===== config.mk =====
export PLATFORM = sky130hd
export DESIGN_NAME = issue_scoreboard_ctrl
export DESIGN_NICKNAME = d
export VERILOG_FILES = /design/src/rtl/issue_scoreboard_ctrl.sv
export SDC_FILE = /design/constraint.sdc
export NUM_CORES = 1
export LEC_CHECK = 0
export ABC_CLOCK_PERIOD_IN_PS = 5200
export BUFFER_PORTS_ARGS = -buffer_cell sky130_fd_sc_hd__buf_2
export CAP_MARGIN = 20
export CORE_UTILIZATION = 50
export DETAILED_ROUTE_END_ITERATION = 10
export GPL_TIMING_DRIVEN = 1
export PLACE_DENSITY_LB_ADDON = 0.12
export SLEW_MARGIN = 20
export SYNTH_ARGS = -nofsm -noshare
export SYNTH_HDL_FRONTEND = slang
export SYNTH_SLANG_ARGS = --single-unit

===== constraint.sdc =====
create_clock -name clk -period 5.2 [get_ports clk]
set_input_delay 0.52 -clock clk [delete_from_list [all_inputs] [get_ports clk]]
set_output_delay 0.52 -clock clk [all_outputs]
set_load 0.01 [all_outputs]

===== src/rtl/issue_scoreboard_ctrl.sv =====
// ID-stage issue controller: per-GPR pending-write scoreboard, serialisation and redirect flush.
// Optional SCB_WB_BYPASS_EN lets a source issue in the cycle its last pending write retires.
module issue_scoreboard_ctrl #(
  parameter int CNT_W        = 2,
  parameter int MAX_INFLIGHT = 4,
  parameter int REDIRECT_CYC = 1,
  localparam int IW          = $clog2(MAX_INFLIGHT + 1)
) (
  input  logic          clk,
  input  logic          rst,
  input  logic          IF_ID_reg_inst_valid,
  input  logic [4:0]    rs1,
  input  logic          rs1_valid,
  input  logic [4:0]    rs2,
  input  logic          rs2_valid,
  input  logic [4:0]    id_rd,
  input  logic          id_dest_wen,
  input  logic          id_serial,
  input  logic          EX_reg_execute_enable,
  input  logic          ex_redirect,
  input  logic          wb_valid,
  input  logic [4:0]    wb_rd,
  input  logic          wb_dest_wen,
  output logic          ID_reg_decode_enable,
  output logic          ID_reg_decode_flush,
  output logic          MON_ID_src_block_flag,
  output logic          issue_fire,
  output logic [IW-1:0] inflight_cnt,
  output logic          scb_err
);

  typedef enum logic [1:0] {
    ST_RUN,
    ST_SERIAL,
    ST_REDIR
  } state_e;

  state_e            state_q, state_d;
  logic [CNT_W-1:0]  cnt_q [32];
  logic [CNT_W-1:0]  cnt_d [32];
  logic [IW-1:0]     inflight_q, inflight_d;
  logic [2:0]        rcnt_q, rcnt_d;
  logic              err_q, err_d;

  logic rs1_hit, rs2_hit, rs1_byp, rs2_byp;
  logic block_raw, block_str;
  logic inc_en, dec_en, inf_dec, cnt_uf;

  always_comb begin
    rs1_hit = rs1_valid & (rs1 != 5'd0) & (cnt_q[rs1] != '0);
    rs2_hit = rs2_valid & (rs2 != 5'd0) & (cnt_q[rs2] != '0);
`ifdef SCB_WB_BYPASS_EN
    rs1_byp = wb_valid & wb_dest_wen & (wb_rd == rs1)
            & (cnt_q[rs1] == CNT_W'(1));
    rs2_byp = wb_valid & wb_dest_wen & (wb_rd == rs2)
            & (cnt_q[rs2] == CNT_W'(1));
`else
    rs1_byp = 1'b0;
    rs2_byp = 1'b0;
`endif
    block_raw = (rs1_hit & ~rs1_byp) | (rs2_hit & ~rs2_byp);
    block_str = (id_dest_wen & (id_rd != 5'd0) & (cnt_q[id_rd] == '1))
              | (inflight_q == IW'(MAX_INFLIGHT))
              | (id_serial & (inflight_q != '0));
  end

  always_comb begin
    MON_ID_src_block_flag = IF_ID_reg_inst_valid
                          & (block_raw | block_str | (state_q == ST_SERIAL));
    issue_fire = IF_ID_reg_inst_valid & ~MON_ID_src_block_flag
               & EX_reg_execute_enable & (state_q == ST_RUN) & ~ex_redirect;
    ID_reg_decode_enable = EX_reg_execute_enable & (state_q != ST_REDIR);
    ID_reg_decode_flush  = ex_redirect | (state_q == ST_REDIR);
    inflight_cnt = inflight_q;
    scb_err      = err_q;
  end

  // A retire with nothing in flight is dropped entirely, counters included.
  always_comb begin
    inf_dec = wb_valid & (inflight_q != '0);
    inc_en  = issue_fire & id_dest_wen & (id_rd != 5'd0);
    dec_en  = inf_dec & wb_dest_wen & (wb_rd != 5'd0);
    cnt_uf  = 1'b0;
    for (int i = 0; i < 32; i++) begin
      cnt_d[i] = cnt_q[i];
    end
    for (int i = 1; i < 32; i++) begin
      if ((inc_en & (id_rd == 5'(i))) & ~(dec_en & (wb_rd == 5'(i)))) begin
        cnt_d[i] = cnt_q[i] + CNT_W'(1);
      end else if (~(inc_en & (id_rd == 5'(i))) & dec_en
                   & (wb_rd == 5'(i))) begin
        if (cnt_q[i] == '0) begin
          cnt_uf = 1'b1;
        end else begin
          cnt_d[i] = cnt_q[i] - CNT_W'(1);
        end
      end
    end
    inflight_d = inflight_q;
    if (issue_fire & ~inf_dec) begin
      inflight_d = inflight_q + IW'(1);
    end else if (~issue_fire & inf_dec) begin
      inflight_d = inflight_q - IW'(1);
    end
    err_d = err_q | cnt_uf | (wb_valid & (inflight_q == '0));
  end

  always_comb begin
    state_d = state_q;
    rcnt_d  = rcnt_q;
    if (ex_redirect) begin
      state_d = ST_REDIR;
      rcnt_d  = 3'(REDIRECT_CYC - 1);
    end else begin
      unique case (state_q)
        ST_RUN: begin
          if (issue_fire & id_serial) state_d = ST_SERIAL;
        end
        ST_SERIAL: begin
          if (inflight_d == '0) state_d = ST_RUN;
        end
        ST_REDIR: begin
          if (rcnt_q == 3'd0) state_d = ST_RUN;
          else rcnt_d = rcnt_q - 3'd1;
        end
        default: state_d = ST_RUN;
      endcase
    end
  end

  always_ff @(posedge clk) begin
    if (rst) begin
      state_q    <= ST_RUN;
      inflight_q <= '0;
      rcnt_q     <= 3'd0;
      err_q      <= 1'b0;
      for (int i = 0; i < 32; i++) cnt_q[i] <= '0;
    end else begin
      state_q    <= state_d;
      inflight_q <= inflight_d;
      rcnt_q     <= rcnt_d;
      err_q      <= err_d;
      for (int i = 0; i < 32; i++) cnt_q[i] <= cnt_d[i];
    end
  end

endmodule


==> flow_metrics.env, run 1 <==
export IMPL_fin_cells=875
export IMPL_clock_fmax_mhz=224
export IMPL_fin_nets=770
export IMPL_yosys_area_top_type="dfxtp_1"
export IMPL_worstMarginPinSlew_ns=0.963
export IMPL_cp_start_kind="input pin"
export IMPL_relSlewSlack_pct=35.8
export IMPL_antenna_left=0
export IMPL_avgSynthCellArea_um2=7.54
export IMPL_antenna_found_initial=1
export IMPL_grt_pass1_vias=5617
export IMPL_yosysWarnings=0
export IMPL_place_inst=859
export IMPL_cts_root_buf="clkbuf_8"
export IMPL_ctsResizeCount=0
export IMPL_fp_coreArea_um2=10400
export IMPL_fin_setup_tns_ns=0
export IMPL_synth_area_leaders="dfxtp_1, mux4_2, nor2_1, nor3_1, a211oi_1"
export IMPL_finalWeightedCongestion=1.07
export IMPL_diodes=0
export IMPL_syn2layout_area_growth_pct=9.76
export IMPL_p_leak_nw=1.90
export IMPL_htreeDepth=3
export IMPL_ys_seq_area_share_pct=26.4
export IMPL_layout_commonest_cell="nor2_1"
export IMPL_finalCriticalPeriod_ns=4.47
export IMPL_worstPathArrival_ns=4.70
export IMPL_critPathCaptureType="flop"
export IMPL_io_pins=39
export IMPL_startpoint="id_rd[0]"
export IMPL_first_pass_iters=6
export IMPL_ctsHoldBuffers=0
export IMPL_first_iter_violations=614
export IMPL_die_x_um=106
export IMPL_cts_setup_buffers=0
export IMPL_clkTransAtPathRegs_ns=0.08
export IMPL_wirelength_um=19400
export IMPL_r2r_end="scb_err$_SDFF_PP0_"
export IMPL_initial_core_util_pct=51.9
export IMPL_grt_pass1_wl_um=30600
export IMPL_final_cell_mix="nor2_1, dfxtp_1, nand2_1, nor3_1"
export IMPL_row_count=37
export IMPL_async_flop_share_pct=0
export IMPL_finalSetupViolCount=0
export IMPL_syn_instance_count=714
export IMPL_drc=0
export IMPL_drive_above_1_share_pct=12.7
export IMPL_synth_main_ff_cell="dfxtp_1"
export IMPL_rsz0062_at_grt="no"
export IMPL_grt_util_all_layers_pct=36.3
export IMPL_synth_fp_nets=750
export IMPL_wl_per_cell_um=22.2
export IMPL_fin_total_pwr_mw=1.49
export IMPL_fin_skew_ns=0.0110
export IMPL_r2r_setup_slack_ns=1.02
export IMPL_min_period_over_period_pct=86.0
export IMPL_ir_drop_uv=259
export IMPL_via_per_inst=6.70
export IMPL_whs_ns=0.391
export IMPL_hold_viol=0
export IMPL_hpwl_um=14700
export IMPL_crit_fanout=33
export IMPL_clockBufferDepth=2
export IMPL_hold_path_class="in -> reg"
export IMPL_reg2reg_from="cnt_q[22][1]$_SDFFE_PP0P_"
export IMPL_grt_max_degree=72
export IMPL_cts_made_buffers=9
export IMPL_port_buffers=38
export IMPL_worst_setup_path_type="in -> reg"
export IMPL_cts_tree="done"
export IMPL_vias=5863
export IMPL_worstPathRequired_ns=5.43
export IMPL_syn_area_um2=5390
export IMPL_ys_types=63
export IMPL_dieArea_um2=11200
export IMPL_power_density_nw_per_um2=252
export IMPL_numClockSinks=71
export IMPL_worstSkewPairLatency_ns=0.39
export IMPL_grt_ovfl_total=0
export IMPL_status="complete, no violations"
export IMPL_r2r_cells=11
export IMPL_die_y_um=106
export IMPL_slew_viol_final=0
export IMPL_synth_edff_count=0
export IMPL_drv_cap=0
export IMPL_endpoint="scb_err$_SDFF_PP0_"
export IMPL_yosys_area_top_type_share_pct=26.4
export IMPL_ys_ff_latch=71
-- worst min path at each step --
| stage | cells after the start | start | endpoint |
|---|---|---|---|
| final | 2 | ex_redirect | rcnt_q[0]$_SDFFE_PP0P_ |
| after floorplan | 1 | cnt_q[13][0]$_SDFFE_PP0P_ | cnt_q[13][0]$_SDFFE_PP0P_ |
| after global routing | 2 | ex_redirect | rcnt_q[0]$_SDFFE_PP0P_ |
| after CTS | 2 | ex_redirect | rcnt_q[0]$_SDFFE_PP0P_ |
| after global placement | 2 | cnt_q[13][1]$_SDFFE_PP0P_ | cnt_q[13][1]$_SDFFE_PP0P_ |
| after detailed placement | 2 | cnt_q[13][1]$_SDFFE_PP0P_ | cnt_q[13][1]$_SDFFE_PP0P_ |
-- power breakdown --
group / total, mW / switching [mW] / internal (mW)
combinational: 0.343 / 0.222 / 0.121
clock: 0.574 / 0.229 / 0.345
sequential: 0.576 / 0.0178 / 0.558
-- worst max-delay path, stage by stage --
cell and delay [ns]:
buf_2 0.54, mux4_2 0.58, mux2i_1 0.15, a2111oi_0 0.10, or3_1 0.44, a221oi_4 0.39
nand4_1 0.25, buf_4 0.29, o311ai_0 0.75, o41ai_1 0.26, a221oi_1 0.27, a41oi_1 0.16
-- cell type report --
class / instances / area (um^2)
Fill cell: 1023 / 4460
Timing Repair Buffer: 45 / 243
Clock inverter: 5 / 104
Clock buffer: 11 / 151
Tap cell: 136 / 170
Inverter: 26 / 97.6
Multi-Input combinational cell: 581 / 3720
Sequential cell: 71 / 1420
-- logic make-up after synthesis --
group                    synth area share (%)
multiplexers                             8.11
XOR/XNOR                                0.813
AO/OA/AOI/OAI                            29.1
AND/OR/NAND/NOR                          30.0
adder cells (fa/ha/maj)                  1.16
flip-flops                               26.4
buffers and inverters                    4.46
-- cell usage after synthesis, types with 3 or more instances --
cell / instances
a21o_1: 5
buf_1: 3
o311a_1: 4
a21oi_1: 43
nand3b_1: 6
o21bai_1: 3
nand2_1: 62
mux4_2: 18
nor2b_1: 8
clkbuf_1: 27
a311oi_1: 4
o21a_1: 26
o21ai_0: 43
inv_1: 24
nand3_1: 14
nor4_1: 16
or2_2: 7
or3_1: 6
a22oi_1: 5
o211ai_1: 5
nand2b_1: 33
a31oi_1: 9
xnor2_1: 4
o2111ai_1: 6
nor3b_1: 3
and2_1: 8
nor4b_1: 5
nor3_1: 52
nand4_1: 8
buf_2: 6
dfxtp_1: 71
nor2_1: 82
or4_1: 3
a2111oi_0: 6
and3_1: 5
o31ai_1: 7
ha_1: 5
o311ai_0: 8
a211oi_1: 31
and3b_1: 3
-- state kept, by name, summed over array words and instances (netlist names) --
name / cells
state_q: 2
cnt_q: 62
scb_err: 1
inflight_cnt: 3
rcnt_q: 3
-- per-stage QoR --
stage	setup slack [ns]	utilization (%)	area, um^2
2_1_floorplan	1.61	-	5390
3_3_place_gp	0.528	54.5	5660
3_5_place_dp	0.483	54.5	5660
4_1_cts	0.869	57.0	5910
5_1_grt	0.531	57.0	5910
6_report	0.728	57.0	5910
-- routing by layer --
metal  wire, um  track usage, %
met1       7840            45.6
met2       8860            56.8
met3       1620            7.61
met4       1100            22.2
met5          0               0
(Power assumes the default switching activity.)
==> run 2, diff against run 1 <==
--- a/config.mk
+++ b/config.mk
@@ -8,3 +8,3 @@
 export ABC_CLOCK_PERIOD_IN_PS = 5200
-export BUFFER_PORTS_ARGS = -buffer_cell sky130_fd_sc_hd__buf_2
+export BUFFER_PORTS_ARGS = -buffer_cell sky130_fd_sc_hd__clkbuf_2
 export CAP_MARGIN = 20
--- a/constraint.sdc
+++ b/constraint.sdc
@@ -3,2 +3,2 @@
 set_output_delay 0.52 -clock clk [all_outputs]
-set_load 0.01 [all_outputs]
+set_load 0.05 [all_outputs]
==> run 2 against run 1 <==
Net effect:
- power increased by 0.23%
- setup slack improved by 0.42 ns
- combinational power grew 17%
- first-iteration DRC count is 11% lower
- highest routed layer unchanged
- clock power shrank 9.4%
- largest power group unchanged
- largest cell class unchanged
- sequential cell count unchanged
==> flow_metrics.env, run 2 (synthesis gave the netlist of run 1 again) <==
export IMPL_status="complete, no violations"
export IMPL_first_iter_violations=544
export IMPL_power_density_nw_per_um2=254
export IMPL_fin_setup_tns_ns=0
export IMPL_p_leak_nw=1.90
export IMPL_port_buffers=38
export IMPL_top_layer="met4"
export IMPL_io_pins=39
export IMPL_drive_above_1_share_pct=12.7
export IMPL_wl_per_cell_um=22.7
export IMPL_drv_cap=0
export IMPL_grt_max_degree=72
export IMPL_ir_drop_uv=287
export IMPL_critPathCaptureType="flop"
export IMPL_critical_path_top_delay_family="compound AO/OA/AOI/OAI gates"
export IMPL_grt_pass1_wl_um=30700
export IMPL_die_y_um=106
export IMPL_via_per_inst=6.79
export IMPL_drc=0
export IMPL_critPathMaxStageDelay_ns=0.75
export IMPL_layout_commonest_cell="nor2_1"
export IMPL_utilization_pct=56.9
export IMPL_antenna_found_initial=0
export IMPL_wirelength_um=19900
export IMPL_worstSkewPairLatency_ns=0.38
export IMPL_worstMarginPinSlew_ns=0.958
export IMPL_syn2layout_area_growth_pct=9.45
export IMPL_vias=5953
export IMPL_antenna_left=0
export IMPL_ctsHoldBuffers=0
export IMPL_cp_slowest_cell="a2111oi_0"
export IMPL_fin_total_pwr_mw=1.50
export IMPL_row_count=37
export IMPL_clockBufferDepth=2
export IMPL_fin_skew_ns=0.0118
export IMPL_grt_pass1_vias=5512
export IMPL_worst_setup_path_type="reg -> reg"
export IMPL_numClockSinks=71
export IMPL_largest_reg_flops=62
export IMPL_final_area_um2=5900
export IMPL_crit_fanout=16
export IMPL_clkTransAtPathRegs_ns=0.08
export IMPL_cts_tree="done"
export IMPL_ctsResizeCount=0
export IMPL_grt_util_all_layers_pct=36.8
export IMPL_min_period_over_period_pct=78.0
export IMPL_fillers=1006
export IMPL_htreeDepth=3
export IMPL_grt_ovfl_total=0
export IMPL_finalWeightedCongestion=0.971
export IMPL_die_x_um=106
export IMPL_hpwl_um=15200
export IMPL_initial_core_util_pct=51.9
export IMPL_rsz0062_at_grt="no"
export IMPL_wl_met3_um=1630
export IMPL_hold_viol=0
export IMPL_dr_wl_met2_um=9120
export IMPL_finalSetupViolCount=0
export IMPL_hold_path_class="in -> reg"
export IMPL_diodes=0
export IMPL_relSlewSlack_pct=36.2
export IMPL_worstPathCellList="nor2_1, nand3_1, a31o_2, or3_1, a221oi_4, nand4_1, buf_4, o21ai_0, inv_1, a2111oi_0, a41oi_1"
export IMPL_cts_setup_buffers=0
export IMPL_clock_fmax_mhz=247
export IMPL_path_buf_inv=2
export IMPL_final_cell_mix="nor2_1, dfxtp_1, nand2_1, nor3_1"
export IMPL_fin_nets=772
export IMPL_slew_viol_final=0
export IMPL_cts_made_buffers=9
export IMPL_place_area_um2=5670
export IMPL_cp_start_kind="flop"
export IMPL_worstPathRequired_ns=5.43
export IMPL_worstPathArrival_ns=4.28
export IMPL_cts_root_buf="clkbuf_8"
export IMPL_finalCriticalPeriod_ns=4.05
export IMPL_largest_register="cnt_q"
export IMPL_dieArea_um2=11200
export IMPL_fp_coreArea_um2=10400
export IMPL_first_pass_iters=7
export IMPL_whs_ns=0.405
export IMPL_wl_met1_um=7820
run 2: final timing paths:
check | from | endpoint | slack (ns) | cells past startpoint
worst max-delay path | cnt_q[22][1]$_SDFFE_PP0P_ | scb_err$_SDFF_PP0_ | 1.15 | 11
worst min-delay path | ex_redirect | rcnt_q[0]$_SDFFE_PP0P_ | 0.40 | 2
worst max register to register | cnt_q[22][1]$_SDFFE_PP0P_ | scb_err$_SDFF_PP0_ | 1.15 | 11
worst min register to register | cnt_q[13][1]$_SDFFE_PP0P_ | cnt_q[13][1]$_SDFFE_PP0P_ | 0.50 | 2
run 2: metal layers:
metal | GRT usage [%] | up-vias
met2 | 57.3 | 304
met4 | 25.1 | 0
li1 | - | 2745
met5 | 0 | -
met3 | 5.44 | 83
met1 | 47.1 | 2821
run 2: power by group:
part,leakage (nW),switching [mW],internal [mW]
combinational,1.21,0.279,0.121
clock,0.114,0.224,0.296
sequential,0.573,0.0184,0.558
run 2: cell type report:
cell class              count  area (um^2)  area share, %
clock buffers              13          159           2.70
clock inverters             3         65.1           1.10
inverters                  26         97.6           1.66
multi-input cells         581         3720           63.2
flip-flops and latches     71         1420           24.1
well taps                 136          170           2.89
repair buffers             47          258           4.37
run 2: through the flow:
stage / instances / setup slack (ns)
after floorplan: 714 / 1.50
after global placement: 861 / 1.08
after detailed placement: 861 / 0.981
after CTS: 877 / 1.29
after global routing: 877 / 1.01
final: 877 / 1.15
==> run 3, diff against run 2 <==
ABC_CLOCK_PERIOD_IN_PS = 3300   (was 5200)
clock period = 3.3 ns   (was 5.2 ns; I/O delays follow)
==> run 3 against run 2 <==
Net effect:
- utilization grew 13 points
- first-iteration DRC count grew 22%
- global-route usage grew 3.2 points
- sequential cell count is the same
- sequential share of layout area shrank 3.8 points
- register-to-register slack lost 1.1 ns
- critical path type unchanged
- wire length grew 9.8%
- worst hold slack lost 0.21 ns
- cell area grew 22%
- clock power grew 49%
- critical path depth shrank 1
==> flow_metrics.env, run 3 (synthesis gave the netlist of run 1 again) <==
export IMPL_status="complete, no violations"
export IMPL_finalCriticalPeriod_ns=3.29
export IMPL_clock_fmax_mhz=304
export IMPL_cts_root_buf="clkbuf_8"
export IMPL_worst_setup_path_type="reg -> reg"
export IMPL_vias=6541
export IMPL_diodes=0
export IMPL_cp_slowest_cell="or4_4"
export IMPL_critical_path_top_delay_family="simple AND/OR/NAND/NOR gates"
export IMPL_row_count=37
export IMPL_antenna_left=0
export IMPL_cp_start_kind="flop"
export IMPL_hpwl_um=16700
export IMPL_utilization_pct=69.5
export IMPL_hold_viol=0
export IMPL_first_pass_iters=5
export IMPL_r2r_end="scb_err$_SDFF_PP0_"
export IMPL_final_cell_mix="buf_4, nor2_1, nand2_1, dfxtp_1, a21oi_1"
export IMPL_finalWeightedCongestion=1.08
export IMPL_cts_tree="done"
export IMPL_critPathMaxStageDelay_ns=0.55
export IMPL_fin_skew_ns=0.00934
export IMPL_layout_commonest_cell="buf_4"
export IMPL_die_y_um=106
export IMPL_relSlewSlack_pct=50.7
export IMPL_r2r_setup_slack_ns=0.006
export IMPL_largest_register="cnt_q"
export IMPL_clockBufferDepth=2
export IMPL_grt_max_degree=40
export IMPL_hp_start="ex_redirect"
export IMPL_drc=0
export IMPL_wl_per_cell_um=22.1
export IMPL_antenna_found_initial=0
export IMPL_via_per_inst=6.63
export IMPL_clkTransAtPathRegs_ns=0.08
export IMPL_worstSkewPairLatency_ns=0.38
export IMPL_drv_cap=0
export IMPL_worstMarginPinSlew_ns=0.729
export IMPL_reg2reg_from="cnt_q[5][0]$_SDFFE_PP0P_"
export IMPL_power_density_nw_per_um2=352
export IMPL_grt_ovfl_total=0
export IMPL_die_x_um=106
export IMPL_initial_core_util_pct=51.9
export IMPL_drive_above_1_share_pct=35.1
export IMPL_grt_pass1_vias=6342
export IMPL_min_path_cells=2
export IMPL_crit_fanout=4
export IMPL_dieArea_um2=11200
export IMPL_finalSetupViolCount=0
export IMPL_min_to="rcnt_q[0]$_SDFFE_PP0P_"
export IMPL_slew_viol_final=0
export IMPL_path_buf_inv=0
export IMPL_hold_path_class="in -> reg"
export IMPL_whs_ns=0.194
export IMPL_syn2layout_area_growth_pct=33.8
export IMPL_worstPathArrival_ns=3.54
export IMPL_p_leak_nw=2.54
export IMPL_ctsHoldBuffers=0
export IMPL_worstPathCellList="nor2_1, mux4_2, nand3b_1, a41o_1, a221oi_4, nand4_1, o32a_1, or4_4, nor4_4, a41oi_2"
export IMPL_largest_reg_flops=62
export IMPL_numClockSinks=71
export IMPL_ir_drop_uv=278
export IMPL_r2r_cells=10
export IMPL_first_iter_violations=663
export IMPL_cts_made_buffers=9
export IMPL_critPathCaptureType="flop"
export IMPL_min_period_over_period_pct=99.8
export IMPL_rsz0062_at_grt="yes"
export IMPL_grt_pass1_wl_um=34000
export IMPL_fin_nets=881
export IMPL_grt_util_all_layers_pct=40.1
export IMPL_fp_coreArea_um2=10400
export IMPL_htreeDepth=3
export IMPL_worstPathRequired_ns=3.55
export IMPL_io_pins=39
export IMPL_wirelength_um=21800
export IMPL_port_buffers=38
## run 3: cell count changes in the layout (fill, tap and decap cells not counted), sizes merged
cell | previous run | this run
buf | 9 | 118
clkbuf | 51 | 50
clkinv | 1 | 2
## run 3: area by class of cell
class | count | area [um^2]
repair buffers | 156 | 1100
multi-input cells | 581 | 4160
well taps | 136 | 170
inverters | 26 | 100
flip-flops and latches | 71 | 1460
clock buffers | 12 | 135
clock inverters | 4 | 70.1
fillers | 857 | 3170
## run 3: metrics by stage
stage	total power [mW]	TNS, ns	setup WS [ns]	instance area, um^2	cells
2_1_floorplan	1.38	0	0.00698	5400	714
3_3_place_gp	1.66	-4.16	-0.528	6460	965
3_5_place_dp	1.67	-12.83	-0.593	6460	965
4_1_cts	2.46	-0.0925	-0.0925	6840	986
5_1_grt	2.63	-0.584	-0.120	7200	986
6_report	2.54	0	0.00628	7200	986
## run 3: worst max-delay path by stage
stage                                         start                  to  slack [ns]  depth (start not counted)
after floorplan                            id_rd[3]  scb_err$_SDFF_PP0_       0.007                         11
after global placement                     id_rd[0]  scb_err$_SDFF_PP0_       -0.53                         13
after detailed placement                   id_rd[0]  scb_err$_SDFF_PP0_       -0.59                         13
after CTS                 cnt_q[22][0]$_SDFFE_PP0P_  scb_err$_SDFF_PP0_       -0.09                         11
after global routing      cnt_q[12][1]$_SDFFE_PP0P_  scb_err$_SDFF_PP0_       -0.12                         10
final                      cnt_q[5][0]$_SDFFE_PP0P_  scb_err$_SDFF_PP0_       0.006                         10
## run 3: per-layer routing
| metal | global-route usage, % | part of all wire, % |
|---|---|---|
| met1 | 48.0 | 39 |
| met2 | 64.4 | 46 |
| met3 | 9.96 | 9.1 |
| met4 | 24.7 | 6.0 |
| met5 | 0 | 0 |
## run 3: power by group
part | switching, mW | total, mW | internal [mW]
clock network | 0.351 | 0.775 | 0.424
registers | 0.0247 | 0.908 | 0.884
logic | 0.514 | 0.853 | 0.339
total | 0.890 | 2.54 | 1.65
## run 3: repair_timing
action                                  4_1_cts  5_1_grt
pin swaps                                    12       13
gates resized for setup                      46       86
buffers inserted                              5        1
endpoints found under the setup margin       33       62
cloned                                        0        0
## run 3: worst reg2reg max path, delay by kind of cell (launching register included)
family	cells	cell delay, ns
simple gates	5	1.36
compound gates	4	1.17
mux	1	0.33
flops	1	0.32
